**src/rtl/tx_arbiter_pkg.sv**
```systemverilog
// tx_arbiter_pkg: FSM state type and default timing parameters for tx_arbiter.
package tx_arbiter_pkg;
    typedef enum logic [2:0] {IDLE, START, WAIT_BUSY, WAIT_DONE, GAP} state_t;
    localparam int DEF_GAP_CYCLES = 16;
    localparam int DEF_START_TIMEOUT = 8;
endpackage

```
**src/rtl/tx_arbiter_rr.sv**
```systemverilog
// rr_select: combinational round-robin pick of the first request after i_last.
// Ports: i_req request vector, i_last last granted index,
//        o_gnt chosen index, o_gnt_valid any request present.
module rr_select #(
    parameter int NUM_REQ = 4,
    localparam int W = $clog2(NUM_REQ)
) (
    input  logic [NUM_REQ-1:0] i_req,
    input  logic [W-1:0]       i_last,
    output logic [W-1:0]       o_gnt,
    output logic               o_gnt_valid
);
    logic [W-1:0] w_idx;
    // Walk the search order backwards so the nearest candidate after i_last wins.
    always_comb begin
        o_gnt = '0;
        o_gnt_valid = 1'b0;
        w_idx = '0;
        for (int k = NUM_REQ; k >= 1; k--) begin
            w_idx = W'((int'(i_last) + k) % NUM_REQ);
            if (i_req[w_idx]) begin
                o_gnt = w_idx;
                o_gnt_valid = 1'b1;
            end
        end
    end
endmodule

```
**src/rtl/tx_arbiter.sv**
```systemverilog
// tx_arbiter: round-robin arbiter feeding one byte at a time to a UART transmitter.
// Ports: clk/rst (sync, active high); req_valid/req_data/req_ready requester side;
//        tx_send/tx_din/tx_busy transmitter side; grant_id, active, start_err status.
module tx_arbiter
    import tx_arbiter_pkg::*;
#(
    parameter int NUM_REQ = 4,
    parameter int GAP_CYCLES = DEF_GAP_CYCLES,
    parameter int START_TIMEOUT = DEF_START_TIMEOUT,
    localparam int W = $clog2(NUM_REQ)
) (
    input  logic                 clk,
    input  logic                 rst,
    input  logic [NUM_REQ-1:0]   req_valid,
    input  logic [NUM_REQ*8-1:0] req_data,
    output logic [NUM_REQ-1:0]   req_ready,
    output logic                 tx_send,
    output logic [7:0]           tx_din,
    input  logic                 tx_busy,
    output logic [W-1:0]         grant_id,
    output logic                 active,
    output logic                 start_err
);
    localparam logic [15:0] TO_LAST = 16'(START_TIMEOUT - 1);
    localparam logic [15:0] GAP_LAST = 16'(GAP_CYCLES - 1);
    state_t             r_state;
    logic [NUM_REQ-1:0] r_req_ready;
    logic               r_tx_send;
    logic [7:0]         r_tx_din;
    logic [W-1:0]       r_grant_id;
    logic [W-1:0]       r_rr_last;
    logic               r_start_err;
    logic [15:0]        r_cnt;
    logic [W-1:0]       w_gnt;
    logic               w_gnt_valid;
    logic [7:0]         w_byte;
    logic               w_to_done;
    logic               w_gap_done;
    // r_rr_last resets to the top index so the first search begins at requester 0.
    rr_select #(.NUM_REQ(NUM_REQ)) u_rr (
        .i_req       (req_valid),
        .i_last      (r_rr_last),
        .o_gnt       (w_gnt),
        .o_gnt_valid (w_gnt_valid)
    );
    always_comb begin
        w_byte = '0;
        for (int i = 0; i < NUM_REQ; i++)
            if (w_gnt == W'(i)) w_byte = req_data[8*i +: 8];
    end
    assign w_to_done = r_cnt == TO_LAST;
    // A zero gap still spends one cycle in GAP.
    assign w_gap_done = (GAP_CYCLES == 0) || (r_cnt == GAP_LAST);
    always_ff @(posedge clk) begin
        if (rst) begin
            r_state <= IDLE;
            r_req_ready <= '0;
            r_tx_send <= 1'b0;
            r_tx_din <= '0;
            r_grant_id <= '0;
            r_rr_last <= W'(NUM_REQ - 1);
            r_start_err <= 1'b0;
            r_cnt <= '0;
        end else begin
            r_req_ready <= '0;
            r_start_err <= 1'b0;
            case (r_state)
                IDLE: if (w_gnt_valid && !tx_busy) begin
                    r_req_ready <= NUM_REQ'(1) << w_gnt;
                    r_tx_din <= w_byte;
                    r_grant_id <= w_gnt;
                    r_rr_last <= w_gnt;
                    r_state <= START;
                end
                START: begin
                    r_tx_send <= 1'b1;
                    r_cnt <= '0;
                    r_state <= WAIT_BUSY;
                end
                WAIT_BUSY: if (tx_busy) begin
                    r_tx_send <= 1'b0;
                    r_state <= WAIT_DONE;
                end else if (w_to_done) begin
                    r_tx_send <= 1'b0;
                    r_start_err <= 1'b1;
                    r_cnt <= '0;
                    r_state <= GAP;
                end else begin
                    r_cnt <= r_cnt + 16'd1;
                end
                WAIT_DONE: if (!tx_busy) begin
                    r_cnt <= '0;
                    r_state <= GAP;
                end
                GAP: if (w_gap_done) begin
                    r_cnt <= '0;
                    r_state <= IDLE;
                end else begin
                    r_cnt <= r_cnt + 16'd1;
                end
                default: r_state <= IDLE;
            endcase
        end
    end
    assign req_ready = r_req_ready;
    assign tx_send = r_tx_send;
    assign tx_din = r_tx_din;
    assign grant_id = r_grant_id;
    assign start_err = r_start_err;
    assign active = r_state != IDLE;
endmodule

```
**config.mk**
```make
export PLATFORM = sky130hd
export DESIGN_NAME = tx_arbiter
export DESIGN_NICKNAME = d
export VERILOG_FILES = /design/src/rtl/tx_arbiter_pkg.sv /design/src/rtl/tx_arbiter_rr.sv /design/src/rtl/tx_arbiter.sv
export SDC_FILE = /design/constraint.sdc
export NUM_CORES = 1
export LEC_CHECK = 0
export CAP_MARGIN = 20
export CORE_AREA = 4 4 68 70
export CTS_CLUSTER_DIAMETER = 80
export DETAILED_ROUTE_END_ITERATION = 8
export DIE_AREA = 0 0 72 74
export MAX_ROUTING_LAYER = met4
export PLACE_DENSITY = 0.93
export SYNTH_ARGS = -nofsm -noshare
export SYNTH_HDL_FRONTEND = slang
export SYNTH_SLANG_ARGS = --single-unit
export TNS_END_PERCENT = 10
```
**constraint.sdc**
```tcl
create_clock -name clk -period 2.6 [get_ports clk]
set_input_delay 0.52 -clock clk [delete_from_list [all_inputs] [get_ports clk]]
set_output_delay 0.52 -clock clk [all_outputs]
set_load 0.05 [all_outputs]
```
== After elaboration in Yosys (flattened, before gate mapping) ==
Index checks and enable logic that the tools add are counted.

* Input bits: 39
* Output and inout bits: 17
* Word-level logic and storage cells: 83
* Register bits: 37

* Reductions and logical operators: 13
* $lt $le $gt $ge: 4
* Shift-type cells: 1
* Mux-type cells: 35
* Add/subtract/negate cells: 5
* Equality and inequality tests: 14
* Bitwise gates (word level): 3

{| class="wikitable"
|+ Operator list
! kind !! number
|-
| two-way mux 16 bit || 4
|-
| case mux 16 bit (4 select lines) || 1
|-
| two-way mux 8 bit || 4
|-
| adder 16 x 1 -> 16 bit, second input constant || 1
|-
| equality test 16 x 3 -> 1 bit, second input constant || 1
|-
| equality test 16 x 4 -> 1 bit, second input constant || 1
|-
| two-way mux 3 bit || 5
|-
| case mux 3 bit (5 select lines) || 1
|-
| less-than comparator 2 x 3 -> 1 bit, second input constant || 4
|-
| two-way mux 1 bit || 11
|-
| binary-select mux 1 bit (select 2 bit) || 4
|-
| two-way mux 2 bit || 4
|-
| inequality test 2 bit, second input constant || 4
|-
| equality test 3 x 2 -> 1 bit, second input constant || 2
|-
| OR reduction 3 bit || 2
|-
| adder 2 x 1 -> 2 bit, second input constant || 2
|-
| adder 2 bit, second input constant || 2
|-
| equality test 2 bit, second input constant || 2
|-
| AND reduction 2 bit || 2
|-
| AND reduction 4 bit || 1
|-
| nonzero test 4 bit || 1
|-
| left shift 1 x 2 -> 4 bit, first input constant || 1
|-
| equality test 3 x 1 -> 1 bit, second input constant || 1
|-
| equality test 3 bit, second input constant || 1
|-
| other kinds (11) || 13
|}

== Longest topological paths before layout ==
* Depth in word-level cells: 12
* Gate-level depth with buffers: 7
* Gate-level depth less buffers: 6

== Hierarchy ==
A second synthesis with hierarchy kept.

* Cells, all modules: 243
* Area, all modules: 2,090.8 µm²

{| class="wikitable"
|+ By module, submodules not included
! module !! area an instance (µm²) !! instances !! cells an instance
|-
| tx_arbiter || 1,999.4 || 1 || 229
|-
| rr_select || 91.3 || 1 || 14
|}

== Worst setup path before layout ==
No wires, ideal clock.

* Path type: input port to flip-flop
* Start: in tx_busy
* End: reg r_cnt[15]
* Stages on the path: 5
* Path slack: 0.765 ns
* Required time: 2.530 ns
* Arrival: 1.765 ns
* Setup time: 0.070 ns
* Cells stage by stage: nand2b_2 -> a21oi_4 -> o2111ai_2 -> or4_1 -> a21oi_1

* Longest elaborated chain between the ends: 2
* Elaborated cells between the ends (all ways): 3

{| class="wikitable"
|+ RTL lines
! item !! RTL line !! RTL
|-
| from (decl) || tx_arbiter.sv:19 || <nowiki>input logic tx_busy,</nowiki>
|-
| inequality test 2 bit (no source line) || -- ||
|-
| AND reduction 3 bit (no source line) (*) || -- ||
|-
| to (signal assigned) || tx_arbiter.sv:89 || <nowiki>r_cnt <= r_cnt + 16'd1;</nowiki>
|-
| to (signal assigned) || tx_arbiter.sv:99 || <nowiki>r_cnt <= r_cnt + 16'd1;</nowiki>
|-
| to (decl) || tx_arbiter.sv:33 || <nowiki>logic [15:0] r_cnt;</nowiki>
|}

Every way passes the cells marked *; elsewhere a longest branch is shown, timed or not.
A chain may end at the register's enable or synchronous reset.

== Worst setup path in the final report ==
* Start: reg r_state[0]
* End: out active

* Longest elaborated chain between the ends: 1

{| class="wikitable"
|+ RTL lines
! item !! RTL line !! RTL
|-
| from (decl) || tx_arbiter.sv:26 || <nowiki>state_t r_state;</nowiki>
|-
| from (signal assigned) || tx_arbiter.sv:56 || <nowiki>r_state <= IDLE;</nowiki>
|-
| from (signal assigned) || tx_arbiter.sv:73 || <nowiki>r_state <= START;</nowiki>
|-
| from (signal assigned) || tx_arbiter.sv:78 || <nowiki>r_state <= WAIT_BUSY;</nowiki>
|-
| nonzero test 3 bit || tx_arbiter.sv:110 || <nowiki>assign active = r_state != IDLE;</nowiki>
|-
| to (decl) || tx_arbiter.sv:21 || <nowiki>output logic active,</nowiki>
|}

Every way passes these cells.

==> reports/results.txt <==
Worst reg2reg path startpoint - r_state[2]
Most used DFF post-synth - dfxtp_1
Total die area - 5330 um^2
Critical Path AT - 1.97 ns
Post-synth ARST share - 0%
RSZ-0062 raised after global routing - false
Routed len/inst - 16.8 um
Worst r2r path cells - 5
Worst Tran Pin Value - 0.545 ns
Commonest non-fill, non-tap cell in the layout - clkdlybuf4s50_1
GR Overflow Total - 0
Row cnt - 23
Final Max Tran Viols - 0
Layout cells sized above 1 - 8.68%
First-pass GRT wire length - 9050 um
Vias per Instance - 6.04
Number of I/O port buffers - 55
PwrDens - 535 nW/um^2
WHS Path Cells - 2
Pint - 0.00101 W
Deepest clock path buffer count - 2
Status - finished, final reports clean
Netlist cell types - 52
Drt total wl - 5690 um
Critical path class - flip-flop to output port
Tightest Hold Check Type - flip-flop to flip-flop
Post-CTS Setup Bufs - 0
LEAKAGE - 0.988 nW
Peak Freq - 402 MHz
Post-synth EDFFs - 0
Sequential cell area fraction in the yosys report - 36.3%
Startpoint types - flip-flop
Clock transition at path regs - 0.07 ns
First-iteration detailed-routing DRC count - 160
Clk root buf - clkbuf_8
Final min period - 2.49 ns
Hold Fails Final Rpt - 0
Area Overhead vs Synth - 34.1%
Overall power - 0.00147 W
Hold Path Sink - r_cnt[15]
Max-Cap Viols - 0
Mapped Cells - 234
Core area - 3970 um^2
Total CTS buffers - 5
Io pins - 56
Clk_lat worst skew - 0.30 ns
Minimum hold slack - 0.489 ns
Yosys reg bits - 37
Initial Util - 51.4%
Final Non-Filler Cells - 338
Post-CTS sizing - 0
Initial antenna violation count - 0
Netlist Area Pre-Place - 2040 um^2
H-tree levels - 2
Diodes inserted - 0
Synth warnings - 0
Final nets - 327
Cells after DPL - 330
# DRC - 0
VDD IR-drop max - 0.352 mV
Reg power frac - 42.7%
Via count - 2,041
Worst Setup End Kind - output port
Total track usage - 22.5%
Largest net degree at the start of global routing - 22
Router iterations before antenna repair - 5
Crit path max fanout - 13
Hold wc startpoint - r_cnt[15]
Net Sw Power - 0.000457 W
Hpwl dp - 4250 um
Routed Antenna Nets - 0
Mapped Nets - 274
Layout fillers - 321
R2R Setup Slk - 0.34 ns
TNS Setup - 0 ns
Chip height - 74 um
Gpl congestion - 0.837
Clock sinks - 37
Worst clock skew - 0.00359 ns
CTS tree - built
Comb pwr share - 27.1%
Final Cycle Share - 95.8%
Most frequent cells in the layout - clkdlybuf4s50_1, dfxtp_1, nor2_1, mux2i_1, nand3_1
CTS hold repair buffers - 0
Switching part of the total - 31.1%
Worst reg2reg endpoint - r_cnt[15]
Vias in the first global route - 1,965
Final setup fails - 0
WP data required - 2.08 ns
Average size of a mapped cell - 8.73 um^2
Clock Power Share - 30.2%
Die W - 72 um
Max_slew headroom - 63.6%
==> logic make-up after synthesis <==
| logic type | share of synthesized area [%] |
|---|---|
| flip-flops | 36.3 |
| XOR/XNOR | 1.71 |
| multiplexers | 8.88 |
| AO/OA/AOI/OAI | 22.4 |
| adder cells (fa/ha/maj) | 0.612 |
| AND/OR/NAND/NOR | 25.8 |
| buffers and inverters | 4.35 |
==> area by class of cell <==
class                   count  area (um^2)  share of cell area (%)
multi-input cells         179         1220                    44.5
flip-flops and latches     37          741                    27.0
repair buffers             60          601                    21.9
clock buffers               7         96.3                    3.52
well taps                  50         62.6                    2.28
inverters                   4         15.0                   0.548
clock inverters             1         5.00                   0.183
==> critical path, stage by stage, from the launching register on <==
cell             delay [ns]
dfxtp_1                0.64
nor2_1                 0.14
nand2_1                0.10
clkdlybuf4s50_1        0.80
==> layer usage <==
layer	wire, um	part of all wire [%]	global-route usage (%)	vias to the layer above
li1	-	-	-	992
met1	2260	40	25.1	979
met2	3020	53	38.4	52
met3	196	3.4	4.86	18
met4	210	3.7	11.1	0
met5	0	0	-	-
==> flip-flops by register name, summed over array words and instances, names as in the netlist <==
| register | cells |
|---|---|
| r_cnt | 16 |
| r_rr_last | 2 |
| grant_id | 2 |
| tx_din | 8 |
| start_err | 1 |
| r_state | 3 |
| tx_send | 1 |
| req_ready | 4 |
==> worst max path at each step <==
stage                      endpoint    startpoint  depth (start not counted)  slack [ns]
final                        active    r_state[0]                          3        0.11
after global routing         active    r_state[0]                          3       0.009
after CTS                    active    r_state[0]                          3        0.12
after detailed placement  tx_din[1]  req_valid[1]                          5        0.11
after global placement    r_cnt[15]       tx_busy                          6        0.17
after floorplan           r_cnt[15]       tx_busy                          5        0.76
==> cells in the mapped netlist (2+ instances only) <==
cell | instances | area share (%)
and3_1 | 5 | 1.5
a21oi_4 | 2 | 1.6
a31oi_1 | 3 | 0.92
a21oi_1 | 9 | 2.2
o2bb2ai_1 | 2 | 0.86
o21ai_1 | 2 | 0.49
o31ai_1 | 3 | 1.1
clkbuf_1 | 6 | 1.1
and2_1 | 2 | 0.61
o221ai_1 | 9 | 3.9
dfxtp_1 | 37 | 36
a211o_1 | 3 | 1.3
o211ai_1 | 2 | 0.73
mux2i_1 | 17 | 8.3
nor2b_1 | 4 | 1.2
nor3_1 | 4 | 0.98
buf_6 | 2 | 1.1
a311oi_1 | 2 | 0.86
nor2_1 | 24 | 4.4
nand2b_1 | 6 | 1.8
or3_1 | 4 | 1.2
or4_1 | 5 | 1.8
o21ai_0 | 5 | 1.2
nand4_1 | 4 | 1.2
nand3_1 | 16 | 3.9
nor4_1 | 3 | 0.92
or2_2 | 3 | 0.92
xor2_1 | 4 | 1.7
inv_1 | 4 | 0.73
o2111ai_1 | 4 | 1.7
nand2_1 | 12 | 2.2
buf_2 | 5 | 1.2
nor4b_1 | 2 | 0.86
==> metrics by stage <==
step                setup WS (ns)  util [%]  instance area [um^2]
floorplan                   0.765         -                  2040
global placement            0.172      66.4                  2640
detailed placement          0.109      66.4                  2640
global route              0.00929      69.0                  2740
finish                      0.110      69.0                  2740
CTS                         0.116      69.0                  2740
==> power groups by stage <==
stage	Clock (W)	Combinational (W)	Sequential, W
after floorplan	0	0.000170	0.000705
after global placement	0	0.000388	0.000636
after detailed placement	0	0.000396	0.000638
after CTS	0.000450	0.000399	0.000626
after global routing	0.000482	0.000422	0.000630
final	0.000443	0.000398	0.000626
Note: power is estimated with default switching activity, not from simulation.
